## config.mk

```make
export PLATFORM = sky130hd
export DESIGN_NAME = rgb_sram_writer
export DESIGN_NICKNAME = d
export VERILOG_FILES = /design/src/rtl/rgb_sram_writer.sv
export SDC_FILE = /design/constraint.sdc
export NUM_CORES = 1
export LEC_CHECK = 0
export CAP_MARGIN = 25
export CORE_MARGIN = 8
export CORE_UTILIZATION = 53
export DETAILED_ROUTE_END_ITERATION = 8
export GPL_ROUTABILITY_DRIVEN = 0
export PLACE_DENSITY = 0.85
export SLEW_MARGIN = 20
export SYNTH_ARGS = -nofsm -noshare
export SYNTH_HDL_FRONTEND = slang
export SYNTH_SLANG_ARGS = --single-unit
export TNS_END_PERCENT = 5
```

## constraint.sdc

```tcl
create_clock -name Clock -period 2.4 [get_ports Clock]
set_clock_uncertainty 0.1 [all_clocks]
set_input_delay 0.48 -clock Clock [delete_from_list [all_inputs] [get_ports Clock]]
set_output_delay 0.48 -clock Clock [all_outputs]
set_load 0.02 [all_outputs]
```

## src/rtl/rgb_sram_writer.sv

```systemverilog
// Packs an RGB888 pixel stream into 16-bit SRAM words, three words per pixel pair.
// Define RGB_SRAM_WRITER_ABORT_EN to add an abort input that cancels the frame in progress.
module rgb_sram_writer #(
    parameter int unsigned PIXEL_COUNT = 76800
) (
    input  logic        Clock,
    input  logic        Resetn,
    input  logic        start,
    input  logic [17:0] SRAM_base_address,
    input  logic        pixel_in_valid,
    input  logic [7:0]  pixel_in_R,
    input  logic [7:0]  pixel_in_G,
    input  logic [7:0]  pixel_in_B,
`ifdef RGB_SRAM_WRITER_ABORT_EN
    input  logic        abort,
`endif
    output logic        pixel_in_ready,
    output logic [17:0] SRAM_address,
    output logic [15:0] SRAM_write_data,
    output logic        SRAM_we_n,
    output logic        busy,
    output logic        done
);

    localparam int unsigned CntW = $clog2(PIXEL_COUNT + 1);
    localparam logic [CntW-1:0] LastCnt = CntW'(PIXEL_COUNT);

    typedef enum logic [2:0] {StIdle, StEven, StOdd, StFlush, StPad} state_e;

    state_e          state_q, state_d;
    logic [CntW-1:0] cnt_q, cnt_d, cnt_inc;
    logic [17:0]     next_addr_q, next_addr_d;
    logic [7:0]      hold_g_q, hold_g_d;
    logic [7:0]      hold_b_q, hold_b_d;
    logic [17:0]     addr_q, addr_d;
    logic [15:0]     wdata_q, wdata_d;
    logic            we_n_q, we_n_d;
    logic            busy_q, busy_d;
    logic            done_q, done_d;
    logic            done_pend_q, done_pend_d;
    logic            xfer;

    assign pixel_in_ready = (state_q == StEven) || (state_q == StOdd);
    assign xfer           = pixel_in_valid && pixel_in_ready;
    assign cnt_inc        = cnt_q + CntW'(1);

    always_comb begin
        state_d     = state_q;
        cnt_d       = cnt_q;
        next_addr_d = next_addr_q;
        hold_g_d    = hold_g_q;
        hold_b_d    = hold_b_q;
        addr_d      = addr_q;
        wdata_d     = wdata_q;
        we_n_d      = 1'b1;
        done_pend_d = 1'b0;
        // done trails the cycle in which the last word is on the bus
        done_d      = done_pend_q;

        unique case (state_q)
            StIdle: begin
                if (start) begin
                    next_addr_d = SRAM_base_address;
                    cnt_d       = '0;
                    state_d     = StEven;
                end
            end
            StEven: begin
                if (xfer) begin
                    addr_d      = next_addr_q;
                    next_addr_d = next_addr_q + 18'd1;
                    wdata_d     = {pixel_in_R, pixel_in_G};
                    we_n_d      = 1'b0;
                    hold_b_d    = pixel_in_B;
                    cnt_d       = cnt_inc;
                    state_d     = (cnt_inc == LastCnt) ? StPad : StOdd;
                end
            end
            StOdd: begin
                if (xfer) begin
                    addr_d      = next_addr_q;
                    next_addr_d = next_addr_q + 18'd1;
                    wdata_d     = {hold_b_q, pixel_in_R};
                    we_n_d      = 1'b0;
                    hold_g_d    = pixel_in_G;
                    hold_b_d    = pixel_in_B;
                    cnt_d       = cnt_inc;
                    state_d     = StFlush;
                end
            end
            StFlush: begin
                addr_d      = next_addr_q;
                next_addr_d = next_addr_q + 18'd1;
                wdata_d     = {hold_g_q, hold_b_q};
                we_n_d      = 1'b0;
                if (cnt_q == LastCnt) begin
                    state_d     = StIdle;
                    done_pend_d = 1'b1;
                end else begin
                    state_d = StEven;
                end
            end
            StPad: begin
                addr_d      = next_addr_q;
                next_addr_d = next_addr_q + 18'd1;
                wdata_d     = {hold_b_q, 8'h00};
                we_n_d      = 1'b0;
                state_d     = StIdle;
                done_pend_d = 1'b1;
            end
            default: state_d = StIdle;
        endcase

`ifdef RGB_SRAM_WRITER_ABORT_EN
        // Abort wins over every transition; the word already on the bus is left to finish.
        if (abort && (state_q != StIdle)) begin
            state_d     = StIdle;
            cnt_d       = cnt_q;
            next_addr_d = next_addr_q;
            addr_d      = addr_q;
            wdata_d     = wdata_q;
            we_n_d      = 1'b1;
            hold_g_d    = '0;
            hold_b_d    = '0;
            done_pend_d = 1'b0;
        end
`endif

        busy_d = (state_d != StIdle);
    end

    always_ff @(posedge Clock or negedge Resetn) begin
        if (!Resetn) begin
            state_q     <= StIdle;
            cnt_q       <= '0;
            next_addr_q <= '0;
            hold_g_q    <= '0;
            hold_b_q    <= '0;
            addr_q      <= '0;
            wdata_q     <= '0;
            we_n_q      <= 1'b1;
            busy_q      <= 1'b0;
            done_q      <= 1'b0;
            done_pend_q <= 1'b0;
        end else begin
            state_q     <= state_d;
            cnt_q       <= cnt_d;
            next_addr_q <= next_addr_d;
            hold_g_q    <= hold_g_d;
            hold_b_q    <= hold_b_d;
            addr_q      <= addr_d;
            wdata_q     <= wdata_d;
            we_n_q      <= we_n_d;
            busy_q      <= busy_d;
            done_q      <= done_d;
            done_pend_q <= done_pend_d;
        end
    end

    assign SRAM_address    = addr_q;
    assign SRAM_write_data = wdata_q;
    assign SRAM_we_n       = we_n_q;
    assign busy            = busy_q;
    assign done            = done_q;

endmodule

```

==> metrics.md, run 1 <==
| Metric | Value |
|---|---|
| EDFF count, synth | `0` |
| Average wire per standard cell | `18.10 um` |
| Minimum clock period | `2.225 ns` |
| Io pins | `84` |
| Synth area leader | `dfrtp_1` |
| Clock root cell | `clkbuf_8` |
| Dpl hpwl | `9.559 mm` |
| RSZ-0062 raised after global routing | `no` |
| Reg-to-reg endpoint | `state_q[2]` |
| Synthesized area | `4902 um^2` |
| Filler cells | `709` |
| TritonRoute pass-1 iters | `5` |
| Number of remaining DRC errors | `0` |
| CP Class | `register to register` |
| Crit path to | `state_q[2]` |
| Peak Freq | `449.4 MHz` |
| Postcts setup bufs | `0` |
| R2R cell count | `6` |
| Reg-to-reg slack, setup | `0.17 ns` |
| Share of post-route cells with drive strength above 1 | `13.49%` |
| Yosys top cell area share | `46.45%` |
| Main flop type after synthesis | `dfrtp_1` |
| Final net count | `674` |
| Worst min path class | `register to register` |
| Starting Density | `53.82%` |
| Sw power | `3296 uW` |
| Die Width | `112.2 um` |
| Setup-failing EPs final | `0` |
| CP Launch Point | `cnt_q[0]` |
| Synth warn | `0` |
| Count leader, synth | `dfrtp_1` |
| Die area | `12580 um^2` |
| Power share of the combinational group | `51.3%` |
| Worst Path Required | `2.60 ns` |
| Switching part of the total power | `40.98%` |
| CORE AREA | `9109 um^2` |
| Critical path data arrival time | `2.42 ns` |
| #FFs+latches synth | `92` |
| CTS clk-pin slew, worst paths | `0.10 ns` |
| CTS H-tree lvls | `3` |
| First-pass GRT wire length | `22.34 mm` |
| Setup TNS | `0 ns` |
| Clock sinks | `92` |
| Max cap viols | `0` |
| Clock Tree Buf Depth | `2` |
| P per Cell Area | `1282 nW/um^2` |
| Distinct cells, synth | `56` |
| Antenna Cells | `0` |
| Cell Rows | `35` |
| Status | `complete, no violations` |
| Pin count of the biggest net entering global routing | `58` |
| Die Span Y | `112.2 um` |
| Cts bufs inserted | `9` |
| CP Max Fanout | `6` |
| Final Hold Violating Endpoints | `0` |
| Peak supply drop | `524.1 uV` |
| Clock share of power | `15.1%` |
| Input/output buffers | `83` |
| Power share of the sequential group | `33.6%` |
| Max-slew headroom | `56.07%` |
| Post-route ant nets | `0` |
| Total number of vias | `4554` |
| Via/cell ratio | `6.146` |
| Worst Tran Pin Value | `0.6546 ns` |
| Routed WL | `13.41 mm` |
| Int Pwr | `4746 uW` |
| CTS tree | `done` |
| Vias in the first global route | `4514` |
| Total global-route track usage | `21.48%` |
| Placed Instances | `723` |
| LEAKAGE | `0.002663 uW` |
| Antenna violations before repair | `0` |
| Grt ovf | `0` |
| Worst r2r src | `cnt_q[0]` |
| Sequential fraction of the synthesis area | `46.99%` |
| Iter 0 DRT Violations | `316` |
| Setup crit end kind | `register` |
| Top post-synthesis cells by area | `dfrtp_1, nand2_1, mux2_2` |
| Slew Viols, Final | `0` |
| Synth top cells by count | `dfrtp_1, nand2_1, o21ai_0` |
| Post-synth net total | `586` |
| Non-filler cells, final | `741` |
| Area delta synth->final | `27.95%` |
| Post-synth ARST share | `100.0%` |
| Fin crit share | `92.71%` |
| Clock Latency Late Sink | `0.36 ns` |
| Mean post-synth cell area | `9.129 um^2` |
| Nature of the critical path startpoint | `register` |
| Mapped Cells | `537` |
kinds of logic (layout without fill, tap and decap cells):
family	after synthesis	after routing	synth area share [%]
AO/OA/AOI/OAI	158	158	20.78
XOR/XNOR	9	9	1.608
adder cells (fa/ha/maj)	3	3	0.7658
buffers and inverters	46	139	3.829
flip-flops	92	92	46.99
multiplexers	26	26	5.921
AND/OR/NAND/NOR	203	203	20.11
how the worst min path moves through the flow:
| stage | slack, ns | endpoint | cells after the start | from |
|---|---|---|---|---|
| 5_1_grt | 0.27 | done | 0 | done_d |
| 2_1_floorplan | 0.08 | SRAM_address[0] | 0 | Resetn |
| 4_1_cts | 0.26 | done | 0 | done_d |
| 6_report | 0.25 | done | 0 | done_d |
| 3_5_place_dp | 0.24 | done | 0 | done_d |
| 3_3_place_gp | 0.23 | done | 0 | done_d |
power by group through the flow:
stage	Sequential (uW)	Combinational (uW)	Clock, uW
floorplan	2920	2180	0
global placement	2680	3950	0
detailed placement	2720	4100	0
CTS	2690	4110	1230
global route	2790	4480	1300
finish	2700	4120	1220
per-stage QoR:
| stage | utilization [%] | instance area, um^2 | hold slack, ns | total power, uW | worst slack [ns] |
|---|---|---|---|---|---|
| 4_1_cts | 68.67 | 6255 | 0.2575 | 8035 | 0.09584 |
| 5_1_grt | 68.86 | 6272 | 0.2651 | 8563 | 0.02928 |
| 6_report | 68.86 | 6272 | 0.2546 | 8042 | 0.1749 |
| 2_1_floorplan | - | 4902 | 0.08441 | 5102 | 0.3431 |
| 3_3_place_gp | 66.03 | 6015 | 0.2322 | 6632 | -0.08260 |
| 3_5_place_dp | 66.03 | 6015 | 0.2356 | 6818 | -0.2976 |
area by class of cell:
cell class                 count  area [um^2]  share of cell area (%)
timing repair buffer         115         1132                   18.05
sequential                    92         2303                   36.72
multi-input combinational    399         2436                   38.84
tap                          111        138.9                   2.214
clock inverter                 6        93.84                   1.496
inverter                       8        30.03                  0.4788
clock buffer                  10        137.6                   2.194
timing repair:
item,4_1_cts,5_1_grt
hold buffers,1,0
endpoints found under the setup margin,1,1
pin swaps,0,0
gates cloned,0,0
endpoints found under the hold margin,34,0
resized for setup,1,1
placed cells by master (no fill, tap or decap), types with 8 or more instances in the layout:
cell type        count
a21oi_1             30
and2_1              11
a211oi_1             9
o21ai_0             50
a2bb2oi_1            8
nand2_1             74
dfrtp_1             91
a2111oi_0            8
buf_4               27
nand3_1             17
clkbuf_8            10
nor2_1              46
nand4_1             11
a21o_1               8
nor3_1              12
mux2_2              24
o41ai_1             10
clkdlybuf4s50_1     81
worst max-delay path: stages (launching register included):
cell and delay (ns):
dfrtp_1 0.45, ha_2 0.27, nand2_1 0.13, or3_4 0.41, nor4_1 0.38, o221a_1 0.25
and4b_1 0.18
metal layers:
layer | vias to the layer above | routed length (um) | GRT usage [%]
li1 | 2135 | - | -
met1 | 2204 | 5625 | 26.79
met2 | 190 | 6607 | 36.29
met3 | 25 | 886 | 3.596
met4 | 0 | 290 | 8.633
met5 | - | 0 | 0
sequential cells by signal, indices dropped and copies added, names as in the netlist:
| name | cells |
|---|---|
| cnt_q | 17 |
| done_d | 1 |
| SRAM_we_n | 1 |
| busy | 1 |
| SRAM_address | 18 |
| SRAM_write_data | 16 |
| hold_b_q | 8 |
| hold_g_q | 8 |
| state_q | 3 |
| done | 1 |
| next_addr_q | 18 |
No activity file was read; power rests on OpenSTA's default activity.
==> run 2, diff against run 1 <==
- TNS_END_PERCENT: 5 -> default
==> results of run 2 <==
Same layout as run 1: the final DEF is identical, and so are final timing and power.
